<file path="src/rtl/fetch_stage_if.sv">
// Instruction-memory request/acknowledge bus between the fetch stage and imem.
interface fetch_stage_if #(
  parameter int unsigned WIDTH = 32
) ();
  logic             imem_req;
  logic [WIDTH-1:0] imem_addr;
  logic             imem_ack;
  logic [WIDTH-1:0] imem_rdata;

  modport master (output imem_req, output imem_addr, input imem_ack, input imem_rdata);
  modport slave  (input imem_req, input imem_addr, output imem_ack, output imem_rdata);
endinterface

</file>
<file path="src/rtl/fetch_stage.sv">
// Instruction fetch stage: PC, imem handshake, redirect draining and the IF/ID register.
module fetch_stage #(
  parameter int unsigned      WIDTH    = 32,
  parameter logic [WIDTH-1:0] RESET_PC = '0
) (
  input  logic             clk,
  input  logic             rst,
  input  logic             stall_fetch,
  input  logic             stall_decode,
  input  logic             flush_decode,
  input  logic             pcsrc_decode,
  input  logic [WIDTH-1:0] pc_branch,
  input  logic             jump_decode,
  input  logic [WIDTH-1:0] pc_jump,
  fetch_stage_if.master    imem,
  output logic [WIDTH-1:0] instr_decode,
  output logic [WIDTH-1:0] pc_decode,
  output logic             valid_decode,
  output logic             fetch_busy
);

  typedef enum logic [1:0] {FETCH, HOLD, DRAIN} state_t;

  state_t           state_q, state_d;
  logic [WIDTH-1:0] pc_q, pc_d;
  logic [WIDTH-1:0] addr_q, addr_d;
  logic             pend_q, pend_d;
  logic [WIDTH-1:0] buf_q, buf_d;
  logic [WIDTH-1:0] instr_q, instr_d;
  logic [WIDTH-1:0] pcd_q, pcd_d;
  logic             valid_q, valid_d;

  logic             req;
  logic             redirect;
  logic [WIDTH-1:0] target;
  logic [WIDTH-1:0] pc_inc;
  logic             load;
  logic [WIDTH-1:0] load_word;

  assign redirect = pcsrc_decode | jump_decode;
  assign target   = pcsrc_decode ? pc_branch : pc_jump;
  assign pc_inc   = pc_q + WIDTH'(4);

  // A request already on the bus is never withdrawn by stall_fetch (pend_q).
  always_comb begin
    req = 1'b0;
    if (!rst) begin
      case (state_q)
        FETCH:   req = !stall_fetch || pend_q;
        DRAIN:   req = 1'b1;
        default: req = 1'b0;
      endcase
    end
  end

  // DRAIN replays the abandoned address while pc_q already holds the redirect target.
  assign imem.imem_req  = req;
  assign imem.imem_addr = (state_q == DRAIN) ? addr_q : pc_q;
  assign fetch_busy     = (state_q == DRAIN) || ((state_q == FETCH) && req && !imem.imem_ack);

  always_comb begin
    state_d   = state_q;
    pc_d      = pc_q;
    addr_d    = addr_q;
    pend_d    = 1'b0;
    buf_d     = buf_q;
    load      = 1'b0;
    load_word = imem.imem_rdata;
    case (state_q)
      FETCH: begin
        if (redirect) begin
          pc_d = target;
          if (req && !imem.imem_ack) begin
            state_d = DRAIN;
            addr_d  = pc_q;
          end
        end else if (req && imem.imem_ack) begin
          if (stall_decode) begin
            state_d = HOLD;
            buf_d   = imem.imem_rdata;
          end else begin
            load = 1'b1;
            pc_d = pc_inc;
          end
        end else begin
          pend_d = req;
        end
      end
      HOLD: begin
        if (redirect) begin
          pc_d    = target;
          state_d = FETCH;
        end else if (!stall_decode) begin
          load      = 1'b1;
          load_word = buf_q;
          pc_d      = pc_inc;
          state_d   = FETCH;
        end
      end
      DRAIN: begin
        if (redirect) pc_d = target;
        if (imem.imem_ack) state_d = FETCH;
      end
      default: state_d = FETCH;
    endcase

    instr_d = instr_q;
    pcd_d   = pcd_q;
    valid_d = valid_q;
    if (flush_decode) begin
      instr_d = '0;
      pcd_d   = '0;
      valid_d = 1'b0;
    end else if (!stall_decode) begin
      instr_d = load ? load_word : '0;
      pcd_d   = load ? pc_inc : '0;
      valid_d = load;
    end
  end

  always_ff @(posedge clk) begin
    if (rst) begin
      state_q <= FETCH;
      pc_q    <= RESET_PC;
      addr_q  <= RESET_PC;
      pend_q  <= 1'b0;
      buf_q   <= '0;
      instr_q <= '0;
      pcd_q   <= '0;
      valid_q <= 1'b0;
    end else begin
      state_q <= state_d;
      pc_q    <= pc_d;
      addr_q  <= addr_d;
      pend_q  <= pend_d;
      buf_q   <= buf_d;
      instr_q <= instr_d;
      pcd_q   <= pcd_d;
      valid_q <= valid_d;
    end
  end

  assign instr_decode = instr_q;
  assign pc_decode    = pcd_q;
  assign valid_decode = valid_q;

endmodule

</file>
<file path="src/flat_wrapper.sv">
// flat-port wrapper written by rule: the top's interface ports become plain ports
module fetch_stage_flat 
#(
  parameter int unsigned      WIDTH    = 32,
  parameter logic [WIDTH-1:0] RESET_PC = '0
)
  (clk, rst, stall_fetch, stall_decode, flush_decode, pcsrc_decode, pc_branch, jump_decode, pc_jump, instr_decode, pc_decode, valid_decode, fetch_busy, imem_imem_req, imem_imem_addr, imem_imem_ack, imem_imem_rdata);
  fetch_stage_if #(.WIDTH(WIDTH)) imem_i ();
  input  logic clk;
  input  logic rst;
  input  logic stall_fetch;
  input  logic stall_decode;
  input  logic flush_decode;
  input  logic pcsrc_decode;
  input  logic [WIDTH-1:0] pc_branch;
  input  logic jump_decode;
  input  logic [WIDTH-1:0] pc_jump;
  output logic [WIDTH-1:0] instr_decode;
  output logic [WIDTH-1:0] pc_decode;
  output logic valid_decode;
  output logic fetch_busy;
  output wire logic [$bits(imem_i.imem_req)-1:0] imem_imem_req;
  output wire logic [$bits(imem_i.imem_addr)-1:0] imem_imem_addr;
  input wire logic [$bits(imem_i.imem_ack)-1:0] imem_imem_ack;
  input wire logic [$bits(imem_i.imem_rdata)-1:0] imem_imem_rdata;
  assign imem_imem_req = imem_i.imem_req;
  assign imem_imem_addr = imem_i.imem_addr;
  assign imem_i.imem_ack = imem_imem_ack;
  assign imem_i.imem_rdata = imem_imem_rdata;
  fetch_stage #(.WIDTH(WIDTH), .RESET_PC(RESET_PC)) u_core (.clk(clk), .rst(rst), .stall_fetch(stall_fetch), .stall_decode(stall_decode), .flush_decode(flush_decode), .pcsrc_decode(pcsrc_decode), .pc_branch(pc_branch), .jump_decode(jump_decode), .pc_jump(pc_jump), .imem(imem_i), .instr_decode(instr_decode), .pc_decode(pc_decode), .valid_decode(valid_decode), .fetch_busy(fetch_busy));
endmodule
</file>
<file path="config.mk">
export PLATFORM = sky130hd
export DESIGN_NAME = fetch_stage_flat
export DESIGN_NICKNAME = d
export VERILOG_FILES = /design/src/rtl/fetch_stage_if.sv /design/src/rtl/fetch_stage.sv /design/src/flat_wrapper.sv
export SDC_FILE = /design/constraint.sdc
export NUM_CORES = 1
export LEC_CHECK = 0
export ABC_CLOCK_PERIOD_IN_PS = 2400
export BUFFER_PORTS_ARGS = -buffer_cell sky130_fd_sc_hd__buf_2
export CORE_MARGIN = 1.5
export CORE_UTILIZATION = 48
export CTS_CLUSTER_DIAMETER = 40
export DETAILED_ROUTE_END_ITERATION = 8
export GPL_TIMING_DRIVEN = 0
export PLACE_DENSITY = 0.75
export SYNTH_ARGS = -nofsm -noshare
export SYNTH_HDL_FRONTEND = slang
export SYNTH_SLANG_ARGS = --single-unit
</file>
<file path="constraint.sdc">
create_clock -name clk -period 2.4 [get_ports clk]
set_input_delay 0.48 -clock clk [delete_from_list [all_inputs] [get_ports clk]]
set_output_delay 0.48 -clock clk [all_outputs]
set_load 0.1 [all_outputs]
</file>
==> run summary, run 1 <==
final core occ - 0.645
Syn Nets - 1102
Power Total - 0.00691 W
htree depth - 4
Setup Skew - 0.00854 ns
period utilization - 0.988
Setup crit start - u_core.state_q[1]$_SDFFE_PP0P_
Critical Path Max Stage Delay - 0.34 ns
First-pass DRT Iterations - 5
vias in the first global route - 7525
CP Class - reg2out
Worst Hold Class - in2reg
Primary FF master, synth - dfxtp_1
#FFs+latches synth - 164
leakage - 4.22 nW
routed wire length - 26600 um
core footprint - 16700 sq um
sequential fraction of the synthesis area - 0.398
fin area - 10800 sq um
count of different cell masters after synthesis - 58
GRT Total Usage - 0.287
endpoints failing hold - 0
die footprint - 18000 sq um
routed length per instance - 18.2 um
non-filler cells, final - 1460
first-pass GRT wire length - 40500 um
ANT nets after route - 0
Fillers - 1415
DIE HEIGHT - 134 um
WP depth - 6
CTS tree - built
DPL Wire Length - 18700 um
Ports - 203
initial drt markers - 803
Die Span X - 134 um
Final Critical Period - 2.37 ns
Via density - 5.70
Post-synth EDFFs - 0
Clock transition at path regs - 0.06 ns
Synthesis Warnings - 0
Max Buffers Root-to-Sink - 2
PD cells - 641 nW/um^2
worst skew pair latency - 0.43 ns
Initial Util - 0.494
R2R depth - 7
PortBufs - 200
max frequency - 422 MHz
Mapped Cells - 997
maximum VDD drop - 0.572 mV
ys async rst share - 0
worst path cell trace - buf_6 -> nor2b_4 -> buf_12 -> clkbuf_16 -> mux2_2 -> buf_6
fraction of layout cells with a size suffix above 1 - 0.263
Layout area overhead - 30.6%
outcome - finished clean
DR vias - 8326
area of the multi-input gates - 4590 sq um
antenna violations before repair - 1
Worst path slowest cell - mux2_2
TritonCTS Buffers - 17
Slew Viols, Final - 0
family with the most delay on the worst path - buffers and inverters
Required @ worst endpoint - 1.92 ns
DRC - 0
GP Congestion - 0.950
Worst slew margin - 0.359
crit path capture - imem_imem_addr[22]
grt ovf - 0
CP endpoint kind - output pin
CTS Root Cell - clkbuf_16
MaxCap Viol Count - 0
r2r setup slk - 0.07 ns
endpoint arrival time on the critical path - 1.89 ns
pin count of the biggest net entering global routing - 17
maximum fanout along the worst path - 6
Critical Path Start Type - register
Clock Sinks - 164
Rows - 47
RR Endpoint - u_core.pc_q[24]$_SDFFE_PP0P_
Syn Area/Cell - 8.28 sq um
worst slew pin tran - 0.961 ns
RSZ-0062 raised after global routing - yes
Min Hold Slack - 0.293 ns
placed cell count - 1417
Most common cell on crit path - buf_6
Worst R2R Start - u_core.pc_q[3]$_SDFFE_PP0P_
placed inst area - 9530 sq um
nets - 1332
Critical path buffers and inverters - 4
combined flip-flop and latch cell area - 3290 sq um
Mapped Area - 8250 sq um
final setup fails - 0
[cells in the mapped netlist, types with 8 or more instances]
cell | instances | area [sq um]
nand2_1 | 166 | 623
dfxtp_1 | 164 | 3280
nor2_1 | 107 | 402
mux2i_1 | 89 | 891
a21oi_1 | 67 | 335
clkbuf_1 | 66 | 248
o21ai_0 | 48 | 240
o31a_1 | 38 | 333
mux2_2 | 28 | 315
buf_2 | 20 | 100
nand3_1 | 20 | 100
xnor2_1 | 20 | 175
nand4_1 | 11 | 68.8
nor3_1 | 11 | 55.1
nor4_1 | 11 | 68.8
inv_1 | 10 | 37.5
xor2_1 | 8 | 70.1
[cell families after synthesis]
group,Yosys count,synth area share
mux,117,0.146
buf+inv,108,0.0585
simple gates,377,0.210
flops,164,0.398
fa+ha+maj,1,0.00152
compound gates,202,0.157
xor+xnor,28,0.0297
[layer usage]
metal	share of wire	GRT usage	vias up
met3	0.098	0.0816	38
met1	0.41	0.371	3891
li1	-	-	3941
met5	0	0	-
met2	0.47	0.469	456
met4	0.017	0.0789	0
[report_power, final]
part / internal, W / switching, W / total (W)
Clock: 0.00153 / 0.00113 / 0.00266
Sequential: 0.00279 / 0.0000561 / 0.00284
Combinational: 0.000470 / 0.000940 / 0.00141
[state kept, by name, summed over array words and instances, names as in the netlist]
register / count
u_core.addr_q: 32
u_core.buf_q: 32
u_core.instr_decode: 32
u_core.pc_decode: 32
u_core.pc_q: 32
u_core.pend_q: 1
u_core.state_q: 2
u_core.valid_decode: 1
[worst min-delay path by stage]
stage / start / end / slack (ns) / cells after the start
floorplan: u_core.addr_q[0]$_SDFFE_PP0P_ / u_core.addr_q[0]$_SDFFE_PP0P_ / 0.43 / 2
global placement: u_core.pc_decode[20]$_SDFFE_PP0N_ / u_core.pc_decode[20]$_SDFFE_PP0N_ / 0.43 / 2
detailed placement: u_core.pc_decode[31]$_SDFFE_PP0N_ / u_core.pc_decode[31]$_SDFFE_PP0N_ / 0.44 / 2
CTS: imem_imem_ack / u_core.pend_q$_SDFF_PP0_ / 0.27 / 2
global route: imem_imem_ack / u_core.pend_q$_SDFF_PP0_ / 0.29 / 2
finish: imem_imem_ack / u_core.pend_q$_SDFF_PP0_ / 0.29 / 2
[worst reg2reg max path, delay by kind of cell (launching register included)]
kind,cells,cell delay [ns]
AND/OR/NAND/NOR,3,0.73
flip-flops,1,0.46
adder cells (fa/ha/maj),1,0.39
AO/OA/AOI/OAI,1,0.24
buffers and inverters,1,0.22
multiplexers,1,0.19
[through the flow]
| stage | worst slack (ns) | TNS [ns] |
|---|---|---|
| finish | 0.0288 | 0 |
| global route | -0.0178 | -0.0200 |
| CTS | 0.000522 | 0 |
| detailed placement | -0.401 | -17.33 |
| global placement | -0.382 | -15.97 |
| floorplan | -0.399 | -2.79 |
[what timing repair did]
item | in CTS | in global routing
gates resized for setup | 90 | 66
hold endpoints to repair | 0 | 0
pin swaps | 1 | 0
endpoints found under the setup margin | 52 | 53
cloned | 0 | 4
hold buffers | 0 | 0
buffers inserted | 4 | 5
[area by class of cell]
type	instances	area share
Multi-Input combinational cell	725	0.426
Sequential cell	164	0.305
Timing Repair Buffer	213	0.138
Buffer	95	0.0491
Clock buffer	19	0.0402
Tap cell	220	0.0256
Clock inverter	12	0.0122
Inverter	11	0.00383
Antenna cell	1	0.000232
[cells in the final DEF (no fill, tap or decap), types with 11 or more instances in the layout]
| master | Yosys | routed |
|---|---|---|
| a21oi_1 | 67 | 67 |
| buf_12 | 0 | 17 |
| buf_2 | 20 | 186 |
| buf_6 | 6 | 25 |
| clkbuf_1 | 66 | 58 |
| clkbuf_16 | 0 | 21 |
| dfxtp_1 | 164 | 162 |
| mux2_2 | 28 | 12 |
| mux2_4 | 0 | 16 |
| mux2i_1 | 89 | 89 |
| nand2_1 | 166 | 166 |
| nand3_1 | 20 | 20 |
| nand4_1 | 11 | 11 |
| nor2_1 | 107 | 107 |
| o21ai_0 | 48 | 41 |
| o31a_1 | 38 | 38 |
| xnor2_1 | 20 | 20 |
No activity file was read; power rests on OpenSTA's default activity.
==> inputs of run 2 (changes only) <==
--- a/config.mk
+++ b/config.mk
@@ -5,7 +5,8 @@
 export SDC_FILE = /design/constraint.sdc
 export NUM_CORES = 1
 export LEC_CHECK = 0
-export ABC_CLOCK_PERIOD_IN_PS = 2400
+export ABC_AREA = 1
+export ABC_CLOCK_PERIOD_IN_PS = 2550
 export BUFFER_PORTS_ARGS = -buffer_cell sky130_fd_sc_hd__buf_2
 export CORE_MARGIN = 1.5
 export CORE_UTILIZATION = 48
@@ -13,6 +14,7 @@
 export DETAILED_ROUTE_END_ITERATION = 8
 export GPL_TIMING_DRIVEN = 0
 export PLACE_DENSITY = 0.75
+export REMOVE_ABC_BUFFERS = 1
 export SYNTH_ARGS = -nofsm -noshare
 export SYNTH_HDL_FRONTEND = slang
 export SYNTH_SLANG_ARGS = --single-unit
==> constraint.sdc (replaced) <==
create_clock -name clk -period 2.55 [get_ports clk]
set_input_delay 0.51 -clock clk [delete_from_list [all_inputs] [get_ports clk]]
set_output_delay 0.51 -clock clk [all_outputs]
set_load 0.1 [all_outputs]
==> run summary, run 2 <==
outcome - finished clean
Worst slew margin - 0.199
ANT nets after route - 0
sequential fraction of the synthesis area - 0.401
leakage - 4.52 nW
vias in the first global route - 8094
Synthesis Warnings - 0
Mapped Area - 8190 sq um
die footprint - 17800 sq um
max frequency - 404 MHz
final setup fails - 0
r2r setup slk - 0.27 ns
Final Critical Period - 2.47 ns
Post-CTS Hold Fix Bufs - 0
placed inst area - 9270 sq um
htree depth - 4
most numerous cell in the Yosys netlist - nand2_1
Via density - 5.10
CP endpoint kind - output pin
Fillers - 1627
fin area - 10100 sq um
Required @ worst endpoint - 2.04 ns
Layout area overhead - 22.8%
DR vias - 8764
WP depth - 6
min-delay src - imem_imem_rdata[23]
RR Endpoint - u_core.pc_decode[22]$_SDFFE_PP0N_
CTS tree - built
Setup crit start - u_core.state_q[1]$_SDFFE_PP0P_
largest cells by area after synthesis - dfxtp_1, nand2_1, nor2_1, o21ai_0, a21oi_1
endpoints failing hold - 0
crit path capture - imem_imem_addr[28]
non-filler cells, final - 1718
DRC - 0
worst slew pin tran - 1.20 ns
CP Class - reg2out
Yosys top cell by area - dfxtp_1
R2R depth - 8
Max Buffers Root-to-Sink - 2
commonest non-fill, non-tap cells in the layout - nand2_1, nor2_1, buf_2
GRT Total Usage - 0.277
Initial Util - 0.492
maximum fanout along the worst path - 46
Critical Path Max Stage Delay - 0.48 ns
Post-synth EDFFs - 0
Setup Skew - 0.00674 ns
GP Congestion - 0.846
maximum VDD drop - 0.478 mV
RSZ-0062 raised after global routing - no
Critical path buffers and inverters - 3
worst path cell trace - inv_2 -> nor2_4 -> buf_12 -> nand2_1 -> o21ai_0 -> buf_2
DPL Wire Length - 15900 um
DIE HEIGHT - 134 um
most common cell after layout, fill and taps aside - nand2_1
TritonCTS Buffers - 17
Worst path slowest cell - buf_2
Ports - 203
Die Span X - 134 um
grt ovf - 0
core footprint - 16600 sq um
most frequent cells after synthesis - nand2_1, nor2_1, dfxtp_1
Slew Viols, Final - 0
First-pass DRT Iterations - 9
period utilization - 0.970
nets - 1590
Primary FF master, synth - dfxtp_1
CTS Root Cell - clkbuf_16
routed length per instance - 14.4 um
Worst Hold Class - in2reg
PD cells - 672 nW/um^2
PortBufs - 202
Clock Sinks - 164
first-pass GRT wire length - 39500 um
routed wire length - 24800 um
Syn Area/Cell - 6.17 sq um
fraction of layout cells with a size suffix above 1 - 0.178
Critical Path Start Type - register
placed cell count - 1678
family with the most delay on the worst path - buffers and inverters
MaxCap Viol Count - 0
Rows - 47
initial drt markers - 526
Mapped Cells - 1327
share of the synthesized area in the top cell type - 0.401
Clock transition at path regs - 0.06 ns
Setup TNS - 0 ns
endpoint arrival time on the critical path - 1.96 ns
#FFs+latches synth - 164
count of different cell masters after synthesis - 26
worst skew pair latency - 0.43 ns
antenna violations before repair - 4
Worst R2R Start - u_core.pc_q[2]$_SDFFE_PP0P_
pin count of the biggest net entering global routing - 70
ys async rst share - 0
## run 2: cell count changes in the layout (fill, tap and decap cells not counted), sizes merged, moves of 15 or more
cell,change
a21oi,+29
buf,-37
clkbuf,-52
inv,+61
mux2,-28
mux2i,-86
nand2,+318
nand3,+54
nor2,+108
nor4,-15
o21ai,+64
o31a,-38
xnor2,-20
## run 2: how the worst min path moves through the flow
stage	endpoint	slack, ns	cells after the start
global placement	u_core.addr_q[29]$_SDFFE_PP0P_	0.43	2
finish	u_core.buf_q[23]$_SDFFE_PP0P_	0.34	3
floorplan	u_core.addr_q[29]$_SDFFE_PP0P_	0.43	2
CTS	u_core.buf_q[20]$_SDFFE_PP0P_	0.32	3
detailed placement	u_core.addr_q[29]$_SDFFE_PP0P_	0.43	2
global route	u_core.buf_q[3]$_SDFFE_PP0P_	0.34	3
## run 2: worst min-delay path, cell delays in order
cell	delay (ns)
buf_2	0.08
o21ai_0	0.07
nor2_1	0.07
## run 2: cell families after synthesis
logic type	count (synthesis)	share of synthesized area
simple gates	783	0.377
compound gates	219	0.135
flops	164	0.401
buf+inv	151	0.0750
xor+xnor	6	0.00642
mux	3	0.00367
fa+ha+maj	1	0.00153
## run 2: cell type report
class / instances / area (sq um) / area share
Antenna cell: 2 / 5.00 / 0.000498
Clock buffer: 23 / 498 / 0.0495
Clock inverter: 7 / 144 / 0.0143
Inverter: 74 / 284 / 0.0283
Multi-Input combinational cell: 1013 / 4340 / 0.432
Sequential cell: 164 / 3280 / 0.327
Tap cell: 220 / 275 / 0.0274
Timing Repair Buffer: 215 / 1220 / 0.121
## run 2: where the power goes
group | switching [W] | total, W | leakage (nW) | internal [W]
Sequential | 0.0000946 | 0.00275 | 1.33 | 0.00265
Clock | 0.00104 | 0.00281 | 0.308 | 0.00176
Combinational | 0.000909 | 0.00120 | 2.88 | 0.000293
Total | 0.00205 | 0.00676 | 4.52 | 0.00471
## run 2: repair_timing
| item | in CTS | in global routing |
|---|---|---|
| gates cloned | 1 | 0 |
| resized for setup | 9 | 9 |
| setup endpoints to repair | 157 | 10 |
| setup buffers | 2 | 5 |
| pin swaps | 3 | 1 |
## run 2: through the flow
stage	hold slack [ns]	total power (W)	setup slack (ns)	util
3_3_place_gp	0.435	0.00395	-4.41	0.549
6_report	0.341	0.00676	0.0766	0.604
4_1_cts	0.318	0.00677	0.0156	0.599
3_5_place_dp	0.434	0.00397	-1.47	0.557
5_1_grt	0.339	0.00699	0.00359	0.604
2_1_floorplan	0.426	0.00363	-1.20	-
## run 2: metal layers
metal  global-route usage  up-vias  part of all wire
li1                     -     4506                 -
met1                0.336     3912              0.42
met2                0.469      299              0.48
met3               0.0719       43             0.076
met4                0.109        4             0.022
met5                    0        -           0.00093
